## src/rtl/mc_ctrl_pkg.sv

```systemverilog
// rtl/mc_ctrl_pkg.sv - opcode, ALU code, state and class definitions for mc_ctrl
package mc_ctrl_pkg;

   localparam logic [5:0] OP_RTYPE = 6'b000000;
   localparam logic [5:0] OP_ORI   = 6'b001101;
   localparam logic [5:0] OP_LW    = 6'b100011;
   localparam logic [5:0] OP_SW    = 6'b101011;
   localparam logic [5:0] OP_BEQ   = 6'b000100;

   localparam logic [5:0] FN_ADD   = 6'b100000;
   localparam logic [5:0] FN_SUB   = 6'b100010;

   localparam logic [2:0] ALU_ADD  = 3'b001;
   localparam logic [2:0] ALU_SUB  = 3'b011;
   localparam logic [2:0] ALU_ORI  = 3'b010;
   localparam logic [2:0] ALU_LW   = 3'b110;
   localparam logic [2:0] ALU_SW   = 3'b111;
   localparam logic [2:0] ALU_BEQ  = 3'b101;

   typedef enum logic [3:0] {
      FETCH  = 4'd0,
      DECODE = 4'd1,
      EXE    = 4'd2,
      ALUWB  = 4'd3,
      MEMADR = 4'd4,
      MEMRD  = 4'd5,
      MEMWR  = 4'd6,
      LWWB   = 4'd7,
      BRANCH = 4'd8
   } state_t;

   typedef enum logic [2:0] {
      CLS_ADD = 3'd0,
      CLS_SUB = 3'd1,
      CLS_ORI = 3'd2,
      CLS_LW  = 3'd3,
      CLS_SW  = 3'd4,
      CLS_BEQ = 3'd5
   } cls_t;

endpackage

```

## src/rtl/mc_ctrl_dec.sv

```systemverilog
// rtl/mc_ctrl_dec.sv - combinational op/funct to instruction class decoder
module mc_ctrl_dec
   import mc_ctrl_pkg::*;
(
   input  logic [5:0] op,
   input  logic [5:0] funct,
   output logic [2:0] cls,
   output logic       illegal
);

   always_comb begin
      cls     = CLS_ADD;
      illegal = 1'b0;
      case (op)
         OP_RTYPE: begin
            if (funct == FN_ADD)      cls = CLS_ADD;
            else if (funct == FN_SUB) cls = CLS_SUB;
            else                      illegal = 1'b1;
         end
         OP_ORI:  cls = CLS_ORI;
         OP_LW:   cls = CLS_LW;
         OP_SW:   cls = CLS_SW;
         OP_BEQ:  cls = CLS_BEQ;
         default: illegal = 1'b1;
      endcase
   end

endmodule

```

## src/rtl/mc_ctrl.sv

```systemverilog
// rtl/mc_ctrl.sv - multi-cycle control FSM: fetch/decode/execute/memory/writeback
module mc_ctrl
   import mc_ctrl_pkg::*;
#(
   parameter bit OVF_TRAP = 1'b1
) (
   input  logic       clk,
   input  logic       rst,
   input  logic [5:0] op,
   input  logic [5:0] funct,
   input  logic       zero,
   input  logic       carrier,
   input  logic       dm_ready,
   output logic [2:0] ALUctrl,
   output logic       ALUSrc,
   output logic       ExtOp,
   output logic       RegDst,
   output logic       MemtoReg,
   output logic       NPCOp,
   output logic       PCWr,
   output logic       IRWr,
   output logic       RFWr,
   output logic       DMWr,
   output logic       DMRd,
   output logic       illegal,
   output logic       ovf,
   output logic [3:0] state
);

   // Kept as a raw 4-bit register so unused encodings are representable and recoverable
   logic [3:0] state_q, state_d;
   cls_t       cls_q;
   logic       ovf_q;
   logic [2:0] dec_cls;
   logic       dec_ill;
   logic       pcwr_d, irwr_d, rfwr_d, dmwr_d, dmrd_d, ill_d, ovf_d;

   mc_ctrl_dec u_dec (
      .op      (op),
      .funct   (funct),
      .cls     (dec_cls),
      .illegal (dec_ill)
   );

   always_ff @(posedge clk) begin
      if (rst) begin
         state_q <= FETCH;
         cls_q   <= CLS_ADD;
         ovf_q   <= 1'b0;
      end else begin
         state_q <= state_d;
         if (state_q == DECODE) cls_q <= cls_t'(dec_cls);
         if (state_q == EXE)
            ovf_q <= carrier & ((cls_q == CLS_ADD) | (cls_q == CLS_SUB)) & OVF_TRAP;
      end
   end

   always_comb begin
      state_d  = FETCH;
      ALUctrl  = ALU_ADD;
      ALUSrc   = 1'b0;
      ExtOp    = 1'b0;
      RegDst   = 1'b0;
      MemtoReg = 1'b0;
      NPCOp    = 1'b0;
      pcwr_d   = 1'b0;
      irwr_d   = 1'b0;
      rfwr_d   = 1'b0;
      dmwr_d   = 1'b0;
      dmrd_d   = 1'b0;
      ill_d    = 1'b0;
      ovf_d    = 1'b0;
      case (state_q)
         FETCH: begin
            irwr_d  = 1'b1;
            pcwr_d  = 1'b1;
            state_d = DECODE;
         end
         DECODE: begin
            if (dec_ill) begin
               ill_d   = 1'b1;
               state_d = FETCH;
            end else begin
               case (cls_t'(dec_cls))
                  CLS_LW, CLS_SW: state_d = MEMADR;
                  CLS_BEQ:        state_d = BRANCH;
                  default:        state_d = EXE;
               endcase
            end
         end
         EXE: begin
            case (cls_q)
               CLS_SUB: ALUctrl = ALU_SUB;
               CLS_ORI: begin
                  ALUctrl = ALU_ORI;
                  ALUSrc  = 1'b1;
               end
               default: ALUctrl = ALU_ADD;
            endcase
            state_d = ALUWB;
         end
         ALUWB: begin
            RegDst  = (cls_q != CLS_ORI);
            rfwr_d  = ~ovf_q;
            ovf_d   = ovf_q;
            state_d = FETCH;
         end
         MEMADR: begin
            ALUctrl = (cls_q == CLS_SW) ? ALU_SW : ALU_LW;
            ALUSrc  = 1'b1;
            ExtOp   = 1'b1;
            state_d = (cls_q == CLS_SW) ? MEMWR : MEMRD;
         end
         MEMRD: begin
            // Address operands stay up for the whole read so the memory sees a stable address
            ALUctrl = ALU_LW;
            ALUSrc  = 1'b1;
            ExtOp   = 1'b1;
            dmrd_d  = 1'b1;
            state_d = dm_ready ? LWWB : MEMRD;
         end
         MEMWR: begin
            dmwr_d  = 1'b1;
            state_d = dm_ready ? FETCH : MEMWR;
         end
         LWWB: begin
            rfwr_d   = 1'b1;
            MemtoReg = 1'b1;
            state_d  = FETCH;
         end
         BRANCH: begin
            ALUctrl = ALU_BEQ;
            ExtOp   = 1'b1;
            NPCOp   = 1'b1;
            pcwr_d  = zero;
            state_d = FETCH;
         end
         default: state_d = FETCH;
      endcase
   end

   // Reset gates every side effect combinationally so the rst cycle itself writes nothing
   assign PCWr    = pcwr_d & ~rst;
   assign IRWr    = irwr_d & ~rst;
   assign RFWr    = rfwr_d & ~rst;
   assign DMWr    = dmwr_d & ~rst;
   assign DMRd    = dmrd_d & ~rst;
   assign illegal = ill_d  & ~rst;
   assign ovf     = ovf_d  & ~rst;
   assign state   = state_q;

endmodule

```

## config.mk

```make
export PLATFORM = sky130hd
export DESIGN_NAME = mc_ctrl
export DESIGN_NICKNAME = d
export VERILOG_FILES = /design/src/rtl/mc_ctrl_pkg.sv /design/src/rtl/mc_ctrl_dec.sv /design/src/rtl/mc_ctrl.sv
export SDC_FILE = /design/constraint.sdc
export NUM_CORES = 1
export LEC_CHECK = 0
export CORE_MARGIN = 8
export CORE_UTILIZATION = 37
export CTS_BUF_LIST = sky130_fd_sc_hd__clkbuf_16
export CTS_CLUSTER_SIZE = 28
export DETAILED_ROUTE_END_ITERATION = 12
export PLACE_DENSITY_LB_ADDON = 0.3
export SLEW_MARGIN = 0
export SYNTH_ARGS = -nofsm -noshare
export SYNTH_HDL_FRONTEND = slang
export SYNTH_SLANG_ARGS = --single-unit
```

## constraint.sdc

```tcl
create_clock -name clk -period 1.6 [get_ports clk]
set_input_delay 0.16 -clock clk [delete_from_list [all_inputs] [get_ports clk]]
set_output_delay 0.16 -clock clk [all_outputs]
set_load 0.02 [all_outputs]
```

==> results.json <==
{
  "reg2reg_depth": 6,
  "max_cap_viol_count": 0,
  "crit_path_start": "op[0]",
  "clkTransAtPathRegs_ps": 40,
  "cts.sink_count": 8,
  "multi_input_area_um2": 583.1,
  "die_x_um": 57.29,
  "drt_wl_total_um": 4130,
  "syn-mean-instance-area_um2": 7.248,
  "grt_pass1_vias": 1176,
  "drtIter0Drc": 80,
  "grt_pass1_wl_um": 5506,
  "setup_ws_ps": -173.5,
  "post_drt_wl_per_cell_um": 22.57,
  "io_buffers": 35,
  "arrival_ps": 1610,
  "failed_checks": "setup timing",
  "setup_tns_ps": -676.1,
  "synth.distinct_cells": 36,
  "ctsLongestPathBuffers": 2,
  "r2r_start": "state[0]",
  "layout_commonest_cell": "buf_4",
  "initial_core_util": 0.3775,
  "holdPathStages": 4,
  "vias_per_cell": 6.301,
  "cp_common_cell": "a211oi_2",
  "path_class": "in2out",
  "max_slew_margin": 0.7781,
  "fmax_ghz": 0.5639,
  "detail-route-antenna-nets": 0,
  "seqCellArea_um2": 163.9,
  "dpl_worst_slack_ps": -789.0,
  "status": "complete, but fails checks",
  "ys_seq_area_frac": 0.2540,
  "async_flop_share": 0,
  "netlist_area_um2": 630.6,
  "setup_violations": 9,
  "hold_violations": 0,
  "slowest_stage": "or4_4",
  "crit_path_end_kind": "output port",
  "ir_worst_vdd_mv": 0.5509,
  "cts_buffers": 3,
  "htree_num_levels": 1,
  "netlist_instances": 87,
  "dr.pass1.iters": 6,
  "worstSkewPairLatency_ps": 230,
  "ios": 36,
  "synth_edf_count": 0,
  "final_cell_mix": "buf_4, buf_6, clkdlybuf4s50_1, a21oi_1, dlymetal6s2s_1",
  "ys_ff_latch": 8,
  "critical_path_buf_inv_count": 2,
  "crit_chain": "buf_6 -> or4_4 -> a211oi_2 -> a211oi_2 -> nor3_2 -> buf_4",
  "hold_end": "cls_q[2]",
  "r2r_slack_ps": -70,
  "crit_family": "simple AND/OR/NAND/NOR gates",
  "finalCriticalPeriod_ps": 1773,
  "gr-total-overflow": 0,
  "cp.depth": 6,
  "nNetsFinal": 185,
  "hp-class": "in2reg",
  "slowest_delay_ps": 560,
  "cts_tree": "built",
  "gp_congestion": 0.8246,
  "antenna_found_initial": 0,
  "synth_top_flop_cell": "dfxtp_1",
  "clock_skew_ps": 1.723,
  "fin_crit_sh": 1.108,
  "grt_max_degree": 10,
  "grt_setup_unrepaired": "true",
  "stdcell_count": 183,
  "cp-start-kind": "primary input",
  "final_util": 0.9213,
  "core_area_um2": 1670,
  "die-area_um2": 3282,
  "post-route-drc-count": 0,
  "hold_start": "op[3]",
  "yosys_warnings": 0,
  "fill_cells": 61,
  "worst_pin_slew_ps": 330.3,
  "grt_usage": 0.2156,
  "area_delta_synth_final_pct": 144.0,
  "dp.final_hpwl_um": 2107,
  "die_h_um": 57.29,
  "rows": 15,
  "antennaDiodeCount": 0,
  "path_max_fanout": 4,
  "ctsRootBufferMaster": "clkbuf_16",
  "vias": 1153,
  "drive_above_1_share": 0.6024,
  "synth_nets": 104,
  "slew_viol_final": 0,
  "required_ps": 1440,
  "dp_cells": 169,
  "r2r-end": "cls_q[1]",
  "leakage_nw": 0.7479,
  "pwr_density_cell_nw_per_um2": 566.8
}
-- routing by layer --
layer	GRT usage	up-vias	part of all wire
met5	0	-	0
met2	0.4155	118	0.49
met4	0.09643	0	0.058
met3	0.07399	33	0.13
li1	-	485	-
met1	0.1962	517	0.32
-- tightest hold or removal path, delay by kind of cell --
kind                   cells  cell delay, ps
AO/OA/AOI/OAI              2             190
buffers and inverters      2             220
-- sequential cells by signal, summed over array words and instances (netlist names) --
register,cells
state,4
cls_q,3
ovf_q,1
-- synth_stat cells, types with 2 or more instances --
master    number  share of area
nand2b_1       2          0.020
a21oi_1       10          0.079
a31oi_1        2          0.020
nor3_1         3          0.024
nor2_1         6          0.036
a211oi_1       2          0.024
o21ai_0        5          0.040
or4b_1         2          0.032
nor4_1         4          0.040
nand2_1        9          0.054
inv_1          5          0.030
clkbuf_1       3          0.018
nor4b_1        2          0.028
dfxtp_1        8           0.25
nor3b_1        3          0.036
-- area by class of cell --
class	instances	share of cell area
Tap cell	17	0.01382
Multi-Input combinational cell	69	0.3789
Timing Repair Buffer	81	0.4398
Sequential cell	8	0.1065
Inverter	5	0.01220
Clock buffer	3	0.04878
-- timing repair --
action | 4_1_cts | 5_1_grt
hold buffers | 0 | 0
pin swaps | 10 | 7
endpoints found under the hold margin | 0 | 0
resized for setup | 98 | 32
buffers inserted | 7 | 4
setup endpoints to repair | 21 | 22
-- worst max path at each step --
| stage | endpoint | slack (ps) |
|---|---|---|
| global route | ALUctrl[0] | -180 |
| finish | illegal | -170 |
| global placement | illegal | -730 |
| detailed placement | illegal | -790 |
| floorplan | RegDst | -150 |
| CTS | ALUctrl[0] | -110 |
-- kinds of logic after synthesis --
family	synth area share
buffers and inverters	0.06746
and+or+nand+nor	0.4246
AOI/OAI and AO/OA	0.2401
xor gates and xnor gates	0.01389
DFF	0.2540
-- where the power goes --
part	internal, mW	switching [mW]
logic	0.122	0.118
registers	0.208	0.00604
clock network	0.322	0.0962
-- through the flow --
stage	cell area, µm²	hold slack [ps]	total power [mW]
global placement	1280	436.1	0.4034
finish	1539	387.1	0.8724
floorplan	670.6	323.7	0.2873
global route	1539	414.5	0.8905
detailed placement	1280	443.8	0.4083
CTS	1469	489.9	0.8487
No activity file was read; power rests on OpenSTA's default activity.
